===== config.mk =====
export PLATFORM = sky130hd
export DESIGN_NAME = serial_addsub
export DESIGN_NICKNAME = d
export VERILOG_FILES = /design/src/rtl/serial_addsub_pkg.sv /design/src/rtl/Adder.sv /design/src/rtl/serial_addsub.sv
export SDC_FILE = /design/constraint.sdc
export NUM_CORES = 1
export LEC_CHECK = 0
export BUFFER_PORTS_ARGS = -buffer_cell sky130_fd_sc_hd__clkbuf_2
export CAP_MARGIN = 30
export CORE_MARGIN = 2
export CORE_UTILIZATION = 43
export CTS_CLUSTER_SIZE = 30
export DETAILED_ROUTE_END_ITERATION = 10
export PLACE_DENSITY = 0.69
export SYNTH_ARGS = -nofsm -noshare
export SYNTH_HDL_FRONTEND = slang
export SYNTH_SLANG_ARGS = --single-unit

===== constraint.sdc =====
create_clock -name clk -period 3 [get_ports clk]
set_input_delay 0.15 -clock clk [delete_from_list [all_inputs] [get_ports clk]]
set_output_delay 0.15 -clock clk [all_outputs]
set_load 0.05 [all_outputs]

===== src/rtl/serial_addsub_pkg.sv =====
// Shared definitions for the bit-serial add/subtract unit: state encoding,
// default operand width and op_sub encodings.
package serial_addsub_pkg;

   localparam int DEFAULT_WIDTH = 32;

   localparam logic OP_ADD = 1'b0;
   localparam logic OP_SUB = 1'b1;

   typedef enum logic [1:0] {
      IDLE = 2'd0,
      RUN  = 2'd1,
      DONE = 2'd2
   } state_e;

   localparam logic [1:0] ST_IDLE = 2'd0;
   localparam logic [1:0] ST_RUN  = 2'd1;
   localparam logic [1:0] ST_DONE = 2'd2;

endpackage


===== src/rtl/Adder.sv =====
// 1-bit full-adder cell; the only arithmetic element of the serial datapath.
module Adder (
   input  logic a,
   input  logic b,
   input  logic carryin,
   output logic sum,
   output logic carryout
);

   assign sum      = a ^ b ^ carryin;
   assign carryout = (a & b) | (a & carryin) | (b & carryin);

endmodule


===== src/rtl/serial_addsub.sv =====
// Bit-serial WIDTH-bit add/subtract: streams operands LSB-first through one
// full-adder cell, one bit per clock, and reports result and flags with a done pulse.
module serial_addsub
   import serial_addsub_pkg::*;
#(
   parameter int WIDTH = DEFAULT_WIDTH
) (
   input  logic             clk,
   input  logic             rst_n,
   input  logic             start,
   input  logic             op_sub,
   input  logic [WIDTH-1:0] src1,
   input  logic [WIDTH-1:0] src2,
   output logic             busy,
   output logic             done,
   output logic [WIDTH-1:0] result,
   output logic             cout,
   output logic             overflow,
   output logic             zero,
   output state_e           state_o
);

   localparam int               CNT_W = $clog2(WIDTH);
   localparam logic [CNT_W-1:0] LAST  = CNT_W'(WIDTH - 1);

   logic [1:0]       state_q,  state_d;
   logic [CNT_W-1:0] cnt_q,    cnt_d;
   logic [WIDTH-1:0] a_q,      a_d;
   logic [WIDTH-1:0] b_q,      b_d;
   logic             c_q,      c_d;
   logic [WIDTH-1:0] psum_q,   psum_d;
   logic [WIDTH-1:0] result_q, result_d;
   logic             cout_q,   cout_d;
   logic             ovf_q,    ovf_d;
   logic             zero_q,   zero_d;

   logic bit_sum;
   logic bit_cout;

   Adder u_adder (
      .a        (a_q[cnt_q]),
      .b        (b_q[cnt_q]),
      .carryin  (c_q),
      .sum      (bit_sum),
      .carryout (bit_cout)
   );

   always_comb begin
      state_d  = state_q;
      cnt_d    = cnt_q;
      a_d      = a_q;
      b_d      = b_q;
      c_d      = c_q;
      psum_d   = psum_q;
      result_d = result_q;
      cout_d   = cout_q;
      ovf_d    = ovf_q;
      zero_d   = zero_q;
      case (state_q)
         ST_RUN: begin
            psum_d = {bit_sum, psum_q[WIDTH-1:1]};
            c_d    = bit_cout;
            cnt_d  = cnt_q + 1'b1;
            // On the MSB, c_q is the carry into the sign bit, so overflow is
            // formed directly from it rather than from a separate capture.
            if (cnt_q == LAST) begin
               state_d  = ST_DONE;
               result_d = psum_d;
               cout_d   = bit_cout;
               ovf_d    = c_q ^ bit_cout;
               zero_d   = (psum_d == '0);
            end
         end
         default: begin
            if (start) begin
               state_d = ST_RUN;
               a_d     = src1;
               b_d     = (op_sub == OP_SUB) ? ~src2 : src2;
               c_d     = (op_sub == OP_SUB);
               cnt_d   = '0;
               psum_d  = '0;
            end else begin
               state_d = ST_IDLE;
            end
         end
      endcase
   end

   always_ff @(posedge clk or negedge rst_n) begin
      if (!rst_n) begin
         state_q  <= ST_IDLE;
         cnt_q    <= '0;
         a_q      <= '0;
         b_q      <= '0;
         c_q      <= 1'b0;
         psum_q   <= '0;
         result_q <= '0;
         cout_q   <= 1'b0;
         ovf_q    <= 1'b0;
         zero_q   <= 1'b0;
      end else begin
         state_q  <= state_d;
         cnt_q    <= cnt_d;
         a_q      <= a_d;
         b_q      <= b_d;
         c_q      <= c_d;
         psum_q   <= psum_d;
         result_q <= result_d;
         cout_q   <= cout_d;
         ovf_q    <= ovf_d;
         zero_q   <= zero_d;
      end
   end

   assign busy     = (state_q == ST_RUN);
   assign done     = (state_q == ST_DONE);
   assign result   = result_q;
   assign cout     = cout_q;
   assign overflow = ovf_q;
   assign zero     = zero_q;
   assign state_o  = state_e'(state_q);

endmodule


==> flow_metrics.tcl, run 1 <==
set metrics [dict create \
    cts_tree "built" \
    seq_area_um2 3450 \
    ys_warn_count 0 \
    async_flop_share 1.00 \
    crit_end "zero$_DFFE_PN0P_" \
    clkPwrFrac 0.245 \
    setup_viol 0 \
    synth.area.top_cells "dfrtp_1 (55%), mux2_2 (9.6%), nand2_1 (6.4%)" \
    r2r_end "zero$_DFFE_PN0P_" \
    rows 44 \
    critPathKind "reg -> reg" \
    internal-power_w 0.00502 \
    vias_per_cell 5.07 \
    clockBufferDepth 2 \
    p_leak_nw 3.60 \
    ys.flop_type "dfrtp_1" \
    multi_input_area_um2 2580 \
    drt_wl_total_um 13300 \
    drc_errors 0 \
    whs_ps 19.8 \
    synth_commonest_cells "dfrtp_1 (138), nand2_1 (107), mux2_2 (54)" \
    grt_pass1_wl_um 22600 \
    hold_path_class "in -> reg" \
    grt-ovfl-total 0 \
    drt-pass1-iter-count 4 \
    final_layout_size_suffix_gt1_frac 0.295 \
    yosysTopAreaCell "dfrtp_1" \
    synth_edf_count 0 \
    maxSlewViolCount 0 \
    drv_cap 0 \
    switchingPower_w 0.00294 \
    r2r_setup_slack_ps 390 \
    grt_pass1_vias 4533 \
    finalInstanceArea_um2 7820 \
    peakVddDrop_uv 509 \
    required_ps 3320 \
    gp_congestion 0.763 \
    tns_ps 0 \
    start_util 0.437 \
    core_um2 14400 \
    maxSlewHeadroom 0.584 \
    cp-end-kind "register" \
    rsz0062_at_grt "false" \
    dpl.hpwl_um 9000 \
    n_fill_cell 1269 \
    numPortBuffers 106 \
    synth.distinct_cells 39 \
    fin_nets 747 \
    p_sw_frac 0.369 \
    die_w_um 125 \
    area_delta_synth_final_pct 24.1 \
    clkSinkCount 138 \
    power_density_nw_per_um2 1020 \
    start_kind "register" \
    ff2ff_path_depth 9 \
    worst_ep_arrival_time_ps 2930 \
    placed_cell_area_um2 6910 \
    crit_fanout 10 \
    die_h_um 125 \
    r2r_start "cnt_q[2]$_DFFE_PN0P_" \
    antenna_found_initial 0 \
    cts-root-buf "clkbuf_16" \
    comb_power_share 0.348 \
    fin_skew_ps 7.60 \
    ant_nets 0 \
    num_vias 4420 \
    design.die.area_um2 15700 \
    critPathLaunch "cnt_q[2]$_DFFE_PN0P_" \
    ioPinCount 107 \
    htree_levels 4 \
    cts_made_buffers 17 \
    seq_power_share 0.407 \
    status "complete, no violations" \
    wl_per_cell_um 15.2 \
    fin_crit_sh 0.870 \
    antenna_cells 0 \
    grt_max_degree 84 \
    insertion_delay_ps 420 \
    hold_depth 3 \
    finalHoldViolCount 0 \
    ys_seq_area_frac 0.548 \
    yosysTopAreaCellShare 0.548 \
    worst_slew_pin_slew_ps 624 \
    clk_pin_slew_ps 50 \
    synthMostInstantiatedCell "dfrtp_1" \
    grt_use_total 0.179 \
    syn_nets 618 \
    period_needed_ps 2610 \
    synth.avg_cell_area_um2 11.5 \
    drtIter0Drc 176 \
    netlist_area_um2 6310 \
    ys_ff_latch 138 \
    synthCells 547 \
    fmax_mhz 383 \
]
==> kinds of logic (layout without fill, tap and decap cells) <==
kind of cell             count (synthesis)  after routing  synth area share
buffers and inverters                   42            183            0.0431
flip-flops                             138            138             0.548
adder cells (fa/ha/maj)                  3              3           0.00714
AND/OR/NAND/NOR                        168            168             0.130
AO/OA/AOI/OAI                           68             68            0.0635
XOR/XNOR                                33             33            0.0458
multiplexers                            95             95             0.163
==> worst max-delay path, cell delays in order, from the launching register on <==
cell	delay, ps
dfrtp_1	440
and2_1	310
a22oi_1	230
nand2_1	90
o21ai_1	170
a211oi_2	80
fa_1	570
nor4b_1	260
nand4_1	130
o31ai_1	230
==> flip-flops by register name (all words and copies together), names as in the netlist <==
name	flops
a_q	32
b_q	32
c_q	1
cnt_q	5
cout	1
overflow	1
psum_q	31
result	32
state_o	2
zero	1
==> layout make-up <==
class	instances	area share
clock buffers	25	0.0633
clock inverters	6	0.00816
inverters	3	0.00144
multi-input cells	367	0.330
flip-flops and latches	138	0.442
well taps	184	0.0294
repair buffers	149	0.126
==> what timing repair did <==
action | 4_1_cts | 5_1_grt
buffers inserted | 0 | 0
hold endpoints to repair | 72 | 0
hold buffers | 33 | 0
gates resized for setup | 0 | 0
==> metal layers <==
layer | vias up | global-route usage | part of all wire
met5 | - | 0 | 0
met4 | 0 | 0.0660 | 0.013
met3 | 18 | 0.0475 | 0.046
met2 | 113 | 0.295 | 0.49
met1 | 2143 | 0.228 | 0.45
li1 | 2146 | - | -
==> power groups by stage <==
stage	Clock (W)	Sequential, W	Combinational (W)
floorplan	0	0.00350	0.00179
global placement	0	0.00326	0.00263
detailed placement	0	0.00327	0.00274
CTS	0.00199	0.00325	0.00279
global route	0.00208	0.00335	0.00307
finish	0.00195	0.00324	0.00277
==> stage by stage <==
step	power, W	std cells	utilization	worst slack, ps
2_1_floorplan	0.00529	547	-	613
3_3_place_gp	0.00589	806	0.477	494
3_5_place_dp	0.00601	807	0.479	455
4_1_cts	0.00803	871	0.541	411
5_1_grt	0.00850	872	0.542	42.6
6_report	0.00796	872	0.542	391
==> cells in the final DEF (no fill, tap or decap), types with 3 or more instances in the layout <==
cell type and n:
mux2_1 9, a22oi_1 12, nand3b_1 33, xnor2_1 32, mux2i_1 32, clkbuf_8 4, nor2_1 3, nor2b_1 3
dlygate4sd3_1 33, clkbuf_2 105, nand2_1 107, buf_4 7, clkbuf_16 17, mux2_2 54, dfrtp_1 137, clkbuf_1 4
o21ai_0 42, nand4_1 4, a21oi_1 6, nor4_1 7
==> how the worst min path moves through the flow <==
stage | to | from
2_1_floorplan | a_q[0]$_DFFE_PN0P_ | rst_n
3_3_place_gp | a_q[28]$_DFFE_PN0P_ | src1[28]
3_5_place_dp | result[14]$_DFFE_PN0P_ | rst_n
4_1_cts | b_q[0]$_DFFE_PN0P_ | src2[0]
5_1_grt | b_q[6]$_DFFE_PN0P_ | src2[6]
6_report | b_q[0]$_DFFE_PN0P_ | src2[0]
Power figures use the tool's default switching activity.
==> run 2, diff against run 1 <==
Settings changed: REMOVE_ABC_BUFFERS set to 1, TNS_END_PERCENT set to 50.
==> flow_metrics.tcl, run 2 (synthesized netlist as in run 1, its figures left out) <==
set metrics [dict create \
    status "complete, no violations" \
    drtIter0Drc 226 \
    cts_made_buffers 17 \
    hold_depth 3 \
    rsz0062_at_grt "false" \
    worst_ep_arrival_time_ps 3000 \
    final_cell_mix "dfrtp_1 (137), nand2_1 (107), clkbuf_2 (105)" \
    n_fill_cell 1272 \
    maxSlewHeadroom 0.501 \
    ant_nets 0 \
    fin_skew_ps 6.07 \
    cts_setup_buffers 0 \
    core_um2 14400 \
    power_density_nw_per_um2 1000 \
    clk_pin_slew_ps 50 \
    r2r_end "zero$_DFFE_PN0P_" \
    peakVddDrop_uv 502 \
    crit_fanout 8 \
    fmax_mhz 374 \
    grt-ovfl-total 0 \
    htree_levels 4 \
    dpl.hpwl_um 9040 \
    layout_commonest_cell "dfrtp_1" \
    grt_pass1_vias 4489 \
    drt_wl_total_um 13400 \
    clkSinkCount 138 \
    rows 44 \
    critPathKind "reg -> reg" \
    r2r_start "cnt_q[2]$_DFFE_PN0P_" \
    insertion_delay_ps 420 \
    ff2ff_path_depth 9 \
    start_kind "register" \
    drc_errors 0 \
    num_vias 4428 \
    r2r_setup_slack_ps 330 \
    area_delta_synth_final_pct 23.0 \
    cts_tree "built" \
    wl_per_cell_um 15.4 \
    hold_path_class "in -> reg" \
    drv_cap 0 \
    antenna_found_initial 0 \
    drt-pass1-iter-count 5 \
    place_inst 807 \
    crit_end "zero$_DFFE_PN0P_" \
    finalHoldViolCount 0 \
    grt_pass1_wl_um 22400 \
    cts-root-buf "clkbuf_16" \
    start_util 0.437 \
    setup_viol 0 \
    whs_ps 16.9 \
    final_layout_size_suffix_gt1_frac 0.292 \
    maxSlewViolCount 0 \
    ioPinCount 107 \
    clockBufferDepth 2 \
    instances_no_fill 869 \
    gp_congestion 0.747 \
    vias_per_cell 5.10 \
    cp-end-kind "register" \
    required_ps 3320 \
    die_w_um 125 \
    design.die.area_um2 15700 \
    fin_nets 747 \
    numPortBuffers 106 \
    die_h_um 125 \
    p_leak_nw 3.57 \
    grt_max_degree 86 \
    critPathLaunch "cnt_q[2]$_DFFE_PN0P_" \
    fin_crit_sh 0.891 \
    worst_slew_pin_slew_ps 749 \
    antenna_cells 0 \
    grt_use_total 0.179 \
    period_needed_ps 2670 \
]
==> run 2: changes by cell type in the layout (fill, tap and decap cells not counted) <==
cell and change:
bufinv_16 -1, buf_16 -1, clkinv_2 +2, buf_12 +1, clkinv_4 -1, clkinvlp_4 -2, clkbuf_8 -1
==> run 2: worst max-delay path, cell delays in order, from the launching register on <==
cell and delay [ps]:
dfrtp_1 430, nor2b_1 510, a22oi_1 190, nand4_1 130
o21ai_1 80, a211oi_2 280, fa_1 260, nor4b_1 330
nand4_1 150, o31ai_1 230
==> run 2: timing repair <==
action,in CTS,in global routing
hold endpoints to repair,115,0
hold buffers,33,0
resized for setup,0,0
setup endpoints to repair,0,0
==> run 2: per-layer routing <==
| metal | share of wire | global-route usage |
|---|---|---|
| met4 | 0.016 | 0.0621 |
| met5 | 0 | 0 |
| met1 | 0.46 | 0.241 |
| met2 | 0.48 | 0.285 |
| met3 | 0.043 | 0.0466 |
==> run 2: per-stage QoR <==
stage          TNS (ps)   util  instance area, um^2  power (W)  setup WS, ps
3_3_place_gp          0  0.479                 6910    0.00588           496
5_1_grt               0  0.538                 7760    0.00832          77.1
3_5_place_dp          0  0.479                 6910    0.00600           367
2_1_floorplan     -8390      -                 6050    0.00514          -190
4_1_cts               0  0.537                 7740    0.00786           280
6_report              0  0.538                 7760    0.00780           328
==> run 2: cell type report <==
cell class,count,area (um^2),area share
Clock inverter,4,20.0,0.00258
Sequential cell,138,3450,0.445
Timing Repair Buffer,149,980,0.126
Clock buffer,24,482,0.0621
Inverter,3,11.3,0.00145
Tap cell,184,230,0.0297
Multi-Input combinational cell,367,2580,0.333
==> run 2: worst min path at each step <==
stage	end	slack [ps]	from
floorplan	a_q[0]$_DFFE_PN0P_	-150	rst_n
global placement	result[7]$_DFFE_PN0P_	250	rst_n
detailed placement	result[8]$_DFFE_PN0P_	260	rst_n
CTS	b_q[14]$_DFFE_PN0P_	5	src2[14]
global route	b_q[14]$_DFFE_PN0P_	6	src2[14]
finish	b_q[1]$_DFFE_PN0P_	20	src2[1]
==> run 2: power breakdown <==
part	internal, W	switching [W]
sequential	0.00265	0.000606
clock	0.00109	0.000704
combinational	0.00113	0.00160
total	0.00488	0.00291
